### config.mk
export PLATFORM = sky130hd
export DESIGN_NAME = damage_scheduler_flat
export DESIGN_NICKNAME = d
export VERILOG_FILES = /design/src/rtl/game_pkg.sv /design/src/rtl/damage_scheduler_if.sv /design/src/rtl/rr_arbiter.sv /design/src/rtl/damage_scheduler.sv /design/src/flat_wrapper.sv
export SDC_FILE = /design/constraint.sdc
export NUM_CORES = 1
export LEC_CHECK = 0
export CAP_MARGIN = 20
export CORE_ASPECT_RATIO = 0.75
export CORE_MARGIN = 3
export CORE_UTILIZATION = 42
export CTS_CLUSTER_SIZE = 30
export DETAILED_ROUTE_END_ITERATION = 8
export PLACE_DENSITY = 0.65
export SYNTH_ARGS = -nofsm -noshare
export SYNTH_HDL_FRONTEND = slang
export SYNTH_SLANG_ARGS = --single-unit
### constraint.sdc
create_clock -name clk -period 4.5 [get_ports clk]
set_input_delay 0.9 -clock clk [delete_from_list [all_inputs] [get_ports clk]]
set_output_delay 0.9 -clock clk [all_outputs]
set_load 0.01 [all_outputs]
### src/rtl/game_pkg.sv
// Shared types and widths for the damage scheduler.
// Health arithmetic helper saturates at zero with a 5-bit intermediate.
package game_pkg;

    typedef enum logic [1:0] {IDLE, ALIVE, INVULN, DEAD} dmg_state_t;

    localparam int HP_W  = 4;
    localparam int DMG_W = 2;

    // A damage field of 0 still costs one heart.
    function automatic logic [HP_W-1:0] sat_sub(input logic [HP_W-1:0] hp,
                                                input logic [DMG_W-1:0] dmg);
        logic [DMG_W-1:0] eff;
        logic [HP_W:0]    diff;
        eff  = (dmg == '0) ? DMG_W'(1) : dmg;
        diff = {1'b0, hp} - (HP_W + 1)'(eff);
        return diff[HP_W] ? '0 : diff[HP_W-1:0];
    endfunction

endpackage

### src/rtl/damage_scheduler_if.sv
// Hit request/ack bus between collision detectors (master) and the scheduler (slave).
// Define DMG_HEAL_EN to add the heal_req/heal_ack pair.
interface damage_scheduler_if #(
    parameter int N_SRC = 4
);
    import game_pkg::*;

    logic [N_SRC-1:0]       hit_req;
    logic [DMG_W*N_SRC-1:0] hit_dmg;
    logic [N_SRC-1:0]       hit_ack;

`ifdef DMG_HEAL_EN
    logic heal_req;
    logic heal_ack;

    modport master (output hit_req, hit_dmg, heal_req, input hit_ack, heal_ack);
    modport slave  (input hit_req, hit_dmg, heal_req, output hit_ack, heal_ack);
`else
    modport master (output hit_req, hit_dmg, input hit_ack);
    modport slave  (input hit_req, hit_dmg, output hit_ack);
`endif

endinterface

### src/rtl/rr_arbiter.sv
// Combinational round-robin arbiter: one-hot grant of the first request at or after ptr.
module rr_arbiter #(
    parameter int  N  = 4,
    localparam int PW = (N > 1) ? $clog2(N) : 1
) (
    input  logic [N-1:0]  req,
    input  logic [PW-1:0] ptr,
    output logic [N-1:0]  grant
);

    logic [PW-1:0] idx;

    // Scan from the farthest offset down so the nearest request wins last.
    always_comb begin
        grant = '0;
        idx   = '0;
        for (int k = N - 1; k >= 0; k--) begin
            idx = PW'((int'(ptr) + k) % N);
            if (req[idx]) begin
                grant      = '0;
                grant[idx] = 1'b1;
            end
        end
    end

endmodule

### src/rtl/damage_scheduler.sv
// Health owner: round-robin hit arbitration, invulnerability cooldown and death pulse.
// Define DMG_HEAL_EN to enable the heal handshake on the bus interface.
module damage_scheduler
    import game_pkg::*;
#(
    parameter int N_SRC           = 4,
    parameter int MAX_HP          = 10,
    parameter int COOLDOWN_FRAMES = 60
) (
    input  logic              clk,
    input  logic              rst,
    input  logic              frame_tick,
    input  logic              game_start,
    input  logic [1:0]        game_active,
    input  logic [HP_W-1:0]   char_hp,
    damage_scheduler_if.slave bus,
    output logic [HP_W-1:0]   current_health,
    output logic              invuln,
    output logic              char_dead
);

    localparam int              PTR_W    = (N_SRC > 1) ? $clog2(N_SRC) : 1;
    localparam logic [HP_W-1:0] MAX_HP_V = HP_W'(MAX_HP);
    localparam logic [7:0]      CD_INIT  = 8'(COOLDOWN_FRAMES);

    dmg_state_t       state_q, state_d;
    logic [HP_W-1:0]  health_q, health_d;
    logic [7:0]       cooldown_q, cooldown_d;
    logic [PTR_W-1:0] rr_ptr_q, rr_ptr_d;
    logic [N_SRC-1:0] ack_q, ack_d;
    logic             dead_q, dead_d;

    logic             run, hit_go, cd_tick, cd_done;
    logic [N_SRC-1:0] pending, grant;
    logic [PTR_W-1:0] grant_idx;
    logic [DMG_W-1:0] grant_dmg;
    logic [HP_W-1:0]  load_hp, hit_hp;

    // A source acked last cycle is still holding its request; mask it out.
    assign pending = bus.hit_req & ~ack_q;
    assign run     = (game_active == 2'd1);
    assign hit_go  = (state_q == ALIVE) && run && (|pending);
    assign cd_tick = (state_q == INVULN) && run && frame_tick;
    assign cd_done = cd_tick && (cooldown_q <= 8'd1);
    assign load_hp = (char_hp > MAX_HP_V) ? MAX_HP_V : char_hp;
    assign hit_hp  = sat_sub(health_q, grant_dmg);

    rr_arbiter #(.N(N_SRC)) u_arb (
        .req   (pending),
        .ptr   (rr_ptr_q),
        .grant (grant)
    );

    always_comb begin
        grant_idx = '0;
        grant_dmg = '0;
        for (int i = 0; i < N_SRC; i++) begin
            if (grant[i]) begin
                grant_idx = PTR_W'(i);
                grant_dmg = bus.hit_dmg[DMG_W*i +: DMG_W];
            end
        end
    end

`ifdef DMG_HEAL_EN
    logic heal_ack_q, heal_ack_d, heal_go;
    assign heal_go = bus.heal_req && !heal_ack_q && run && !hit_go &&
                     ((state_q == ALIVE) || (state_q == INVULN));
    assign bus.heal_ack = heal_ack_q;
`endif

    // NOTE: sequential state uses non-blocking assignments so every flop samples pre-edge values.
    always_ff @(posedge clk or posedge rst) begin
        if (rst) state_q <= IDLE;
        else     state_q <= state_d;
    end

    always_comb begin
        state_d = state_q;
        if (game_start) begin
            state_d = (load_hp == '0) ? DEAD : ALIVE;
        end else begin
            case (state_q)
                ALIVE:   if (hit_go) state_d = (hit_hp == '0) ? DEAD : INVULN;
                INVULN:  if (cd_done) state_d = ALIVE;
                default: state_d = state_q;
            endcase
        end
    end

    // NOTE: every comb output gets a default first, so no path can infer a latch.
    always_comb begin
        health_d   = health_q;
        cooldown_d = cooldown_q;
        rr_ptr_d   = rr_ptr_q;
        ack_d      = '0;
        dead_d     = 1'b0;
`ifdef DMG_HEAL_EN
        heal_ack_d = 1'b0;
`endif
        if (game_start) begin
            health_d   = load_hp;
            cooldown_d = '0;
            rr_ptr_d   = '0;
        end else begin
            case (state_q)
                ALIVE: if (hit_go) begin
                    ack_d      = grant;
                    health_d   = hit_hp;
                    dead_d     = (hit_hp == '0);
                    cooldown_d = CD_INIT;
                    rr_ptr_d   = (grant_idx == PTR_W'(N_SRC - 1)) ? '0 : grant_idx + 1'b1;
                end
                INVULN: begin
                    // On the expiring tick requests stay pending for ALIVE to serve.
                    if (!cd_done) ack_d = pending;
                    if (cd_tick) cooldown_d = (cooldown_q != '0) ? cooldown_q - 8'd1 : '0;
                end
                DEAD:    ack_d = pending;
                default: ack_d = '0;
            endcase
`ifdef DMG_HEAL_EN
            if (heal_go) begin
                health_d   = (health_q >= MAX_HP_V) ? MAX_HP_V : health_q + 1'b1;
                heal_ack_d = 1'b1;
            end
`endif
        end
    end

    always_ff @(posedge clk or posedge rst) begin
        if (rst) begin
            health_q   <= '0;
            cooldown_q <= '0;
            rr_ptr_q   <= '0;
            ack_q      <= '0;
            dead_q     <= 1'b0;
`ifdef DMG_HEAL_EN
            heal_ack_q <= 1'b0;
`endif
        end else begin
            health_q   <= health_d;
            cooldown_q <= cooldown_d;
            rr_ptr_q   <= rr_ptr_d;
            ack_q      <= ack_d;
            dead_q     <= dead_d;
`ifdef DMG_HEAL_EN
            heal_ack_q <= heal_ack_d;
`endif
        end
    end

    always_comb begin
        invuln         = (state_q == INVULN);
        current_health = health_q;
        char_dead      = dead_q;
    end

    assign bus.hit_ack = ack_q;

endmodule

### src/flat_wrapper.sv
// flat-port wrapper written by rule: the top's interface ports become plain ports
module damage_scheduler_flat import game_pkg::*;
#(
    parameter int N_SRC           = 4,
    parameter int MAX_HP          = 10,
    parameter int COOLDOWN_FRAMES = 60
)
  (clk, rst, frame_tick, game_start, game_active, char_hp, current_health, invuln, char_dead, bus_hit_req, bus_hit_dmg, bus_hit_ack);
  damage_scheduler_if #(.N_SRC(N_SRC)) bus_i ();
  input  logic clk;
  input  logic rst;
  input  logic frame_tick;
  input  logic game_start;
  input  logic [1:0] game_active;
  input  logic [HP_W-1:0] char_hp;
  output logic [HP_W-1:0] current_health;
  output logic invuln;
  output logic char_dead;
  input wire logic [$bits(bus_i.hit_req)-1:0] bus_hit_req;
  input wire logic [$bits(bus_i.hit_dmg)-1:0] bus_hit_dmg;
  output wire logic [$bits(bus_i.hit_ack)-1:0] bus_hit_ack;
  assign bus_i.hit_req = bus_hit_req;
  assign bus_i.hit_dmg = bus_hit_dmg;
  assign bus_hit_ack = bus_i.hit_ack;
  damage_scheduler #(.N_SRC(N_SRC), .MAX_HP(MAX_HP), .COOLDOWN_FRAMES(COOLDOWN_FRAMES)) u_core (.clk(clk), .rst(rst), .frame_tick(frame_tick), .game_start(game_start), .game_active(game_active), .char_hp(char_hp), .bus(bus_i), .current_health(current_health), .invuln(invuln), .char_dead(char_dead));
endmodule
==> impl_metrics.csv <==
group,metric,value,unit
setup_path,ff2ff_setup_slack,540,ps
sta,final.min_clock_period,4200,ps
cts,tritoncts,"yes",
die,dieArea,0.00504,sq mm
finish,insertedDiodeCount,0,
placed_design,dp_slack,-509,ps
detailed_routing,detail-route-antenna-nets,0,
yosys,synth_edf_count,0,
yosys,avgSynthCellArea,8.44,sq um
global_routing,antenna_found_initial,0,
cts,cts_sinks,21,
global_routing,track_usage,0.198,
finish,final_nets,306,
sta,skew,3.47,ps
yosys,syn_inst,210,
detailed_routing,totalWireLength,4940,um
flow_run,drv_cap,0,
setup_path,crit_path_max_fanout,7,
finish,regArea,526,sq um
cts,clk_latency,260,ps
yosys,synth_top_family_by_area,"simple AND/OR/NAND/NOR gates",
run_status,status,"complete, no violations",
power_and_ir_drop,p_leak,0.00110,uW
yosys,async_flop_share,1.00,
placed_design,place.gp.congestion,0.858,
setup_path,critPathArrivalTime,4380,ps
detailed_routing,dr.first_iter.drc_count,108,
finish,multiInputGateArea,0.00130,sq mm
setup_path,cp.required,4680,ps
global_routing,grt_first_pass_wirelength,8050,um
yosys,synth_xor_area_frac,0,
die,coreArea,0.00385,sq mm
finish,fillers,326,
yosys,yosysTopAreaCell,"dfrtp_1",
yosys,ys_seq_area_frac,0.297,
cts,clk_path_buf_depth,2,
global_routing,grt_max_degree,22,
finish,fin_util,0.655,
sta,worst_slew_pin_slew,817,ps
sta,rsz0062_at_grt,"false",
yosys,ys_types,48,
die,start_util,0.460,
detailed_routing,routedWlPerCell,15.4,um
cts,h-tree-depth,1,
detailed_routing,drt_first_pass_iters,4,
sta,fmax,238,MHz
setup_path,cp-start-kind,"primary input",
sta,hold_viol,0,
detailed_routing,drc_errors,0,
yosys,synth_mux_area_frac,0.0643,
global_routing,globalRoute.totalOverflow,0,
sta,slew_headroom,0.455,
yosys,synth_common_cells,"dfrtp_1, nand2_1, nor2_1, o21ai_0, ha_1",
cts,cts_buffers,3,
yosys,synth-compound-area-share,0.206,
setup_path,critPathCaptureType,"flip-flop",
yosys,synth_ff_type,"dfrtp_1",
global_routing,grt_pass1_vias,1663,
die,rows,19,
yosys,syn_nets,246,
placed_design,hpwl,3490,um
yosys,synthTopCellsByArea,"dfrtp_1, ha_1, nand2_1",
placed_design,numPortBuffers,31,
hold_path,min_path_type,"flip-flop to flip-flop",
power_and_ir_drop,cellPowerDensity,364,mW/mm^2
yosys,synth_top_area_share,0.297,
yosys,synthAdderAreaFrac,0.103,
sta,drv_slew,0,
die,dieHeight,62.2,um
sta,fin_crit_sh,0.934,
yosys,yosys_warnings,0,
die,pin_count,32,
sta,finalSetupViolations,0,
cts,clock-root-buffer,"clkbuf_8",
finish,final_cells,321,
detailed_routing,routed_via_density,5.55,
sta,whs,503,ps
yosys,netlist_area,0.00177,sq mm
yosys,synthSimpleGateAreaFrac,0.292,
detailed_routing,via_count,1783,
finish,drive_gt1_frac,0.238,
finish,stdcell_area,0.00252,sq mm
finish,syn_to_final_growth,42.4,%
setup_path,criticalPathCategory,"primary input to flip-flop",
sta,setup_ws,299,ps
yosys,synth-seq-cells,21,
die,die_w,81.0,um
power_and_ir_drop,irDropWorstVdd,243,uV
placed_design,dpl_cell_area,0.00230,sq mm
placed_design,dp_cells,310,
cts,clk_pin_slew,80,ps
## state kept, by name, summed over array words and instances (netlist names)
name / cells
u_core.rr_ptr_q: 2
u_core.char_dead: 1
u_core.cooldown_q: 8
u_core.bus.hit_ack: 4
u_core.state_q: 2
u_core.current_health: 4
## worst max-delay path, stage by stage
cell and delay, ps:
dlymetal6s2s_1 130, nor2b_4 140, mux4_2 580, buf_4 180
a221oi_2 280, a21oi_2 100, buf_4 160, nand2_1 80
a21oi_2 50, a2111o_1 350, ha_2 180, inv_2 60
fa_1 450, nand2b_4 170, a21oi_2 120, nor2_1 70
o21ai_2 170, nor3b_2 180
## layer usage
metal,vias to the layer above,share of wire,global-route usage
met4,0,0.0051,0.00844
met1,823,0.52,0.317
met5,-,0,0
met2,68,0.41,0.276
li1,888,-,-
met3,4,0.071,0.0520
## cell families after synthesis
group	Yosys count
AOI/OAI and AO/OA	53
DFF	21
buffers and inverters	18
and+or+nand+nor	98
muxes	6
adders and majority gates	14
## layout make-up
cell class,count,area share
multi-input cells,172,0.515
repair buffers,61,0.216
flip-flops and latches,21,0.208
well taps,52,0.0258
clock buffers,4,0.0179
inverters,11,0.0164
## metrics by stage
stage | setup TNS (ps) | power (uW)
finish | 0 | 918
global route | 0 | 985
detailed placement | -1230 | 681
CTS | 0 | 856
global placement | -931 | 675
floorplan | 0 | 508
## path summary, 6_finish.rpt
| check | start | end | depth (start not counted) |
|---|---|---|---|
| max in group asynchronous | rst | u_core.cooldown_q[7]$_DFFE_PP0P_ | 2 |
| setup reg to reg | u_core.rr_ptr_q[1]$_DFFE_PP0P_ | u_core.char_dead$_DFF_PP0_ | 18 |
| hold reg to reg | u_core.cooldown_q[7]$_DFFE_PP0P_ | u_core.cooldown_q[7]$_DFFE_PP0P_ | 1 |
| setup / recovery | bus_hit_req[2] | u_core.char_dead$_DFF_PP0_ | 18 |
| min in group asynchronous | rst | u_core.rr_ptr_q[1]$_DFFE_PP0P_ | 2 |
| hold / removal | u_core.cooldown_q[7]$_DFFE_PP0P_ | u_core.cooldown_q[7]$_DFFE_PP0P_ | 1 |
## power breakdown
part | internal, uW | total, uW | switching, uW
sequential | 209 | 236 | 27.1
clock | 63.1 | 125 | 62.3
combinational | 292 | 556 | 265
## timing repair
action / in CTS / in global routing
gates resized for setup: 17 / 14
endpoints found under the setup margin: 2 / 3
pin swaps: 8 / 10
hold buffers: 0 / 0
cloned: 1 / 0
setup buffers: 2 / 4
## cell usage in the layout, fill, tap and decap left out, types with 6 or more instances in the layout
cell             netlist  routed
a21oi_1               11       8
buf_4                  0      30
clkdlybuf4s50_1        0      27
dfrtp_1               21      21
ha_1                  13      12
inv_1                 10       8
nand2_1               21      21
nand2b_1               7       6
nand3_1                8       8
nand4_1                6       6
nor2_1                17      17
nor2b_1               11       7
nor3_1                 9       7
o21ai_0               14      13
No activity file was read; power rests on OpenSTA's default activity.
